[config.mk]
export PLATFORM = sky130hd
export DESIGN_NAME = stack_sequencer
export DESIGN_NICKNAME = d
export VERILOG_FILES = /design/src/rtl/stack_sequencer.sv
export SDC_FILE = /design/constraint.sdc
export NUM_CORES = 1
export LEC_CHECK = 0
export CAP_MARGIN = 20
export CELL_PAD_IN_SITES_DETAIL_PLACEMENT = 0
export CELL_PAD_IN_SITES_GLOBAL_PLACEMENT = 1
export CORE_ASPECT_RATIO = 0.75
export CORE_MARGIN = 2
export CORE_UTILIZATION = 32
export DETAILED_ROUTE_END_ITERATION = 12
export PLACE_DENSITY = 0.84
export RECOVER_POWER = 25
export SYNTH_ARGS = -nofsm -noshare
export SYNTH_HDL_FRONTEND = slang
export SYNTH_SLANG_ARGS = --single-unit
[constraint.sdc]
create_clock -name clk -period 2.5 [get_ports clk]
set_input_delay 0.375 -clock clk [delete_from_list [all_inputs] [get_ports clk]]
set_output_delay 0.375 -clock clk [all_outputs]
set_load 0.03 [all_outputs]
[src/rtl/stack_sequencer.sv]
// stack_sequencer: sequences 1-3 byte stack pushes/pulls and SP loads for the CPU core.
module stack_sequencer #(
    parameter logic [7:0] STACK_PAGE = 8'h01
) (
    input  logic        clk,
    input  logic        reset,
    input  logic        cmd_valid,
    output logic        cmd_ready,
    input  logic [2:0]  cmd,
    input  logic [23:0] push_data,
    output logic [23:0] pull_data,
    output logic        done,
    output logic        cmd_err,
    input  logic [7:0]  sp_in,
    output logic        sp_inc,
    output logic        sp_dec,
    output logic        sp_load,
    output logic [7:0]  sp_data,
    output logic [15:0] mem_addr,
    output logic [7:0]  mem_wdata,
    output logic        mem_we,
    output logic        mem_re,
    input  logic [7:0]  mem_rdata
);
    localparam logic [2:0] IDLE = 3'd0, PUSH = 3'd1, PULL_INC = 3'd2, PULL_RD = 3'd3,
                           LOAD = 3'd4, DONE = 3'd5, ERR = 3'd6;
    logic [2:0]  state_q, state_d;
    logic [23:0] data_q, data_d, pull_q, pull_d;
    logic [1:0]  idx_q, idx_d, last_q, last_d;
    logic        accept, last;
    assign accept = cmd_valid & cmd_ready;
    assign last   = idx_q == last_q;
    always_comb begin
        state_d = state_q;
        data_d  = data_q;
        pull_d  = pull_q;
        idx_d   = idx_q;
        last_d  = last_q;
        if (accept) begin
            // Left-align the push bytes so the next byte to send is always data_q[23:16].
            data_d  = cmd[2:1] == 2'd0 ? {push_data[7:0], 16'h0} :
                      cmd[2:1] == 2'd1 ? {push_data[15:0], 8'h0} : push_data;
            pull_d  = '0;
            idx_d   = '0;
            last_d  = cmd[2:1];
            state_d = cmd == 3'd7 ? ERR : cmd == 3'd6 ? LOAD : cmd[0] ? PULL_INC : PUSH;
        end else begin
            case (state_q)
                PUSH: begin
                    data_d  = data_q << 8;
                    idx_d   = idx_q + 2'd1;
                    state_d = last ? DONE : PUSH;
                end
                PULL_INC: state_d = PULL_RD;
                PULL_RD: begin
                    pull_d[{idx_q, 3'b000} +: 8] = mem_rdata;
                    idx_d   = idx_q + 2'd1;
                    state_d = last ? DONE : PULL_RD;
                end
                LOAD:    state_d = DONE;
                default: state_d = IDLE;
            endcase
        end
    end
    always_ff @(posedge clk) begin
        if (reset) begin
            state_q <= IDLE;
            data_q  <= '0;
            pull_q  <= '0;
            idx_q   <= '0;
            last_q  <= '0;
        end else begin
            state_q <= state_d;
            data_q  <= data_d;
            pull_q  <= pull_d;
            idx_q   <= idx_d;
            last_q  <= last_d;
        end
    end
    assign cmd_ready = state_q == IDLE || state_q == DONE;
    assign done      = state_q == DONE;
    assign cmd_err   = state_q == ERR;
    assign mem_we    = state_q == PUSH;
    assign mem_re    = state_q == PULL_RD;
    assign sp_dec    = mem_we;
    assign sp_inc    = state_q == PULL_INC || (mem_re && !last);
    assign sp_load   = state_q == LOAD;
    assign sp_data   = sp_load ? data_q[7:0] : 8'h00;
    assign mem_addr  = (mem_we || mem_re) ? {STACK_PAGE, sp_in} : 16'h0000;
    assign mem_wdata = mem_we ? data_q[23:16] : 8'h00;
    assign pull_data = pull_q;
endmodule

==> results.yml <==
layout:
  fin_cells: 517
  drive_above_1_share: 0.0978
  postLayoutCellArea_um2: 4010
  diodes: 0
  fillers: 808
  final_core_util: 0.471
  syn_to_final_growth_pct: 42.0
  ff_latch_area_um2: 1100
  finalNetCount: 459
  multi_input_area_um2: 1530
clock_tree:
  htreeDepth: 2
  cts_tree: "built"
  cts_inserted_buffers: 5
  clkSinkCount: 55
  holdBufCountCts: 0
  clkLatencyLatePin_ns: 0.29
  path_clk_slew_ns: 0.07
  cts_setup_buffers: 0
  cts_buffer_depth: 2
  cts-root-buf: "clkbuf_16"
setup_path:
  critPathMaxStageDelay_ns: 0.71
  startpoint: "state_q[1]$_SDFF_PP0_"
  crit_chain: "nor2_1 > buf_4 > and2_1 > clkdlybuf4s50_1"
  r2r_cells: 4
  reg2reg_from: "state_q[2]$_SDFF_PP0_"
  rrSetupSlack_ns: 0.71
  cp_num_buf_inv: 2
  cp_max_fo: 15
  crit_type: "flop to output pin"
  end_kind: "output pin"
  slowest_stage: "clkdlybuf4s50_1"
  setup.worst_path.start_class: "flop"
  cp.depth: 4
  crit_end: "sp_load"
  cp_data_arrival_time_ns: 1.97
  cp.required_ns: 2.12
  cp_top_family: "buffers and inverters"
  r2r_end: "data_q[1]$_SDFFE_PP0P_"
global_route:
  antenna_found_initial: 0
  overflow: 0
  grt_pass1_vias: 2482
  grt_pass1_wl_um: 12600
  gr-usage-all-layers: 0.162
  grt_max_degree: 29
power_and_ir_drop:
  p_int_mw: 2.20
  peakVddDrop_v: 0.000634
  power_density_nw_per_um2: 898
  switchingPower_mw: 1.41
  combPwrFrac: 0.452
  p_sw_frac: 0.390
  p_seq_frac: 0.334
  p_leak_nw: 1.58
  clock_power_share: 0.214
floorplanning:
  start_util: 0.331
  die_x_um: 112
  row_count: 29
  die-area_um2: 9600
  core_area_um2: 8530
  ios: 110
  die_h_um: 85.4
synth:
  syn_avg_cell_area_um2: 8.97
  synthArstFlopShare: 0
  netlist_area_um2: 2830
  synth_top_area_share: 0.390
  syn_inst: 315
  synthFlopType: "dfxtp_1"
  synth_area_leaders: "dfxtp_1, mux2i_1, a21oi_1"
  synth_edf_count: 0
  synth.ff_latch_count: 55
  synth_common_cells: "dfxtp_1, a21oi_1, nand2_1, nand3_1, mux2i_1"
  synth_largest_area_cell: "dfxtp_1"
  synth_most_common_cell: "dfxtp_1"
  yosys_warnings: 0
  ys_types: 39
  seq_area_frac_synth: 0.390
timing:
  drv_slew: 0
  slew-limit-headroom: 0.298
  rsz0062_at_grt: "false"
  fmax_mhz: 427
  finalSetupTns_ns: 0
  tightest_slew_ns: 1.05
  final.setup_skew_ns: 0.00809
  final_hold_viol_count: 0
  setup_viol: 0
  worst_slack_ns: 0.158
  fin_crit_sh: 0.937
  fin_crit_ns: 2.34
route:
  ant_nets: 0
  vias_per_cell: 5.03
  drc_errors: 0
  wl_um: 8040
  wl_per_cell_um: 15.5
  drt_pre_antenna_iters: 4
  first_iter_violations: 121
  vias: 2603
placed_design:
  gp_congestion: 0.837
  placed_area_um2: 3850
  placed_cells: 509
  dp_hpwl_um: 5870
  place_worst_setup_slack_ns: 0.310
  io_buffers: 102
flow_run:
  cap_viol_max_count: 0
hold_path:
  hp-class: "flop to flop"
  min_from: "pull_data[20]$_SDFFE_PP0P_"
run_status:
  status: "finished, final reports clean"
-- worst min-delay path by stage --
stage,to,cells after the start
final,pull_data[20]$_SDFFE_PP0P_,2
after global routing,pull_data[4]$_SDFFE_PP0P_,2
after CTS,pull_data[20]$_SDFFE_PP0P_,2
after detailed placement,pull_data[20]$_SDFFE_PP0P_,2
after global placement,pull_data[5]$_SDFFE_PP0P_,2
after floorplan,last_q[1]$_SDFFE_PP0P_,1
-- timing repair --
action	4_1_cts	5_1_grt
endpoints found under the setup margin	2	13
gates cloned	0	1
resized for setup	1	0
-- layer usage --
metal | share of wire | vias to the layer above | wire length (um) | GRT usage
met5 | 0 | - | 0 | 0
met4 | 0.0073 | 0 | 59 | 0.0377
met3 | 0.063 | 5 | 507 | 0.0364
met2 | 0.46 | 86 | 3660 | 0.249
met1 | 0.47 | 1223 | 3810 | 0.232
li1 | - | 1289 | - | -
-- cell type report --
class,instances,area share
clock buffer,6,0.0321
clock inverter,1,0.00748
inverter,3,0.00281
multi-input combinational,232,0.380
sequential,55,0.275
tap,108,0.0337
timing repair buffer,112,0.269
-- power groups by stage --
stage | Combinational (mW) | Clock [mW] | Sequential, mW
6_report | 1.63 | 0.772 | 1.20
5_1_grt | 1.75 | 0.824 | 1.23
4_1_cts | 1.63 | 0.787 | 1.19
3_5_place_dp | 1.62 | 0 | 1.21
3_3_place_gp | 1.60 | 0 | 1.20
2_1_floorplan | 1.24 | 0 | 1.13
-- per-stage QoR --
stage,hold WS [ns],power [mW]
3_3_place_gp,0.441,2.80
2_1_floorplan,0.447,2.37
5_1_grt,0.462,3.81
3_5_place_dp,0.444,2.83
4_1_cts,0.453,3.61
6_report,0.447,3.60
-- sequential cells by signal (all words and copies together) (netlist names) --
| signal | count |
|---|---|
| data_q | 24 |
| pull_data | 24 |
| state_q | 3 |
| idx_q | 2 |
| last_q | 2 |
-- kinds of logic (layout without fill, tap and decap cells) --
group                      after synthesis  count (layout)  share of synthesized area
and+or+nand+nor                        117             118                      0.226
AOI/OAI and AO/OA                       67              67                      0.152
DFF                                     55              55                      0.390
buffers and inverters                   35             122                     0.0815
muxes                                   32              32                      0.117
adders and majority gates                4               4                     0.0177
xor gates and xnor gates                 4               4                     0.0151
other                                    1               7                    0.00133
-- worst reg2reg max path, cell delays in order (launching register included) --
cell,delay (ns)
dfxtp_2,0.57
xnor2_2,0.21
nand2_4,0.23
nor3b_4,0.51
a22o_1,0.21
-- cell usage in the layout (no fill, tap or decap), drive strengths merged, types with 2 or more instances in the layout --
cell type / n
ha: 4
mux2: 8
o21ai: 8
and2: 19
a221oi: 8
a211oi: 9
dfxtp: 55
nand2: 30
mux2i: 24
nand3: 27
conb: 7
nand2b: 2
nor2b: 5
a22o: 8
buf: 19
or3: 8
and3: 11
inv: 3
clkdlybuf4s50: 66
nor3b: 4
dlygate4sd3: 26
xor2: 2
xnor2: 2
a21o: 2
nor2: 10
clkbuf: 7
a21oi: 30
Note: power is estimated with default switching activity, not from simulation.
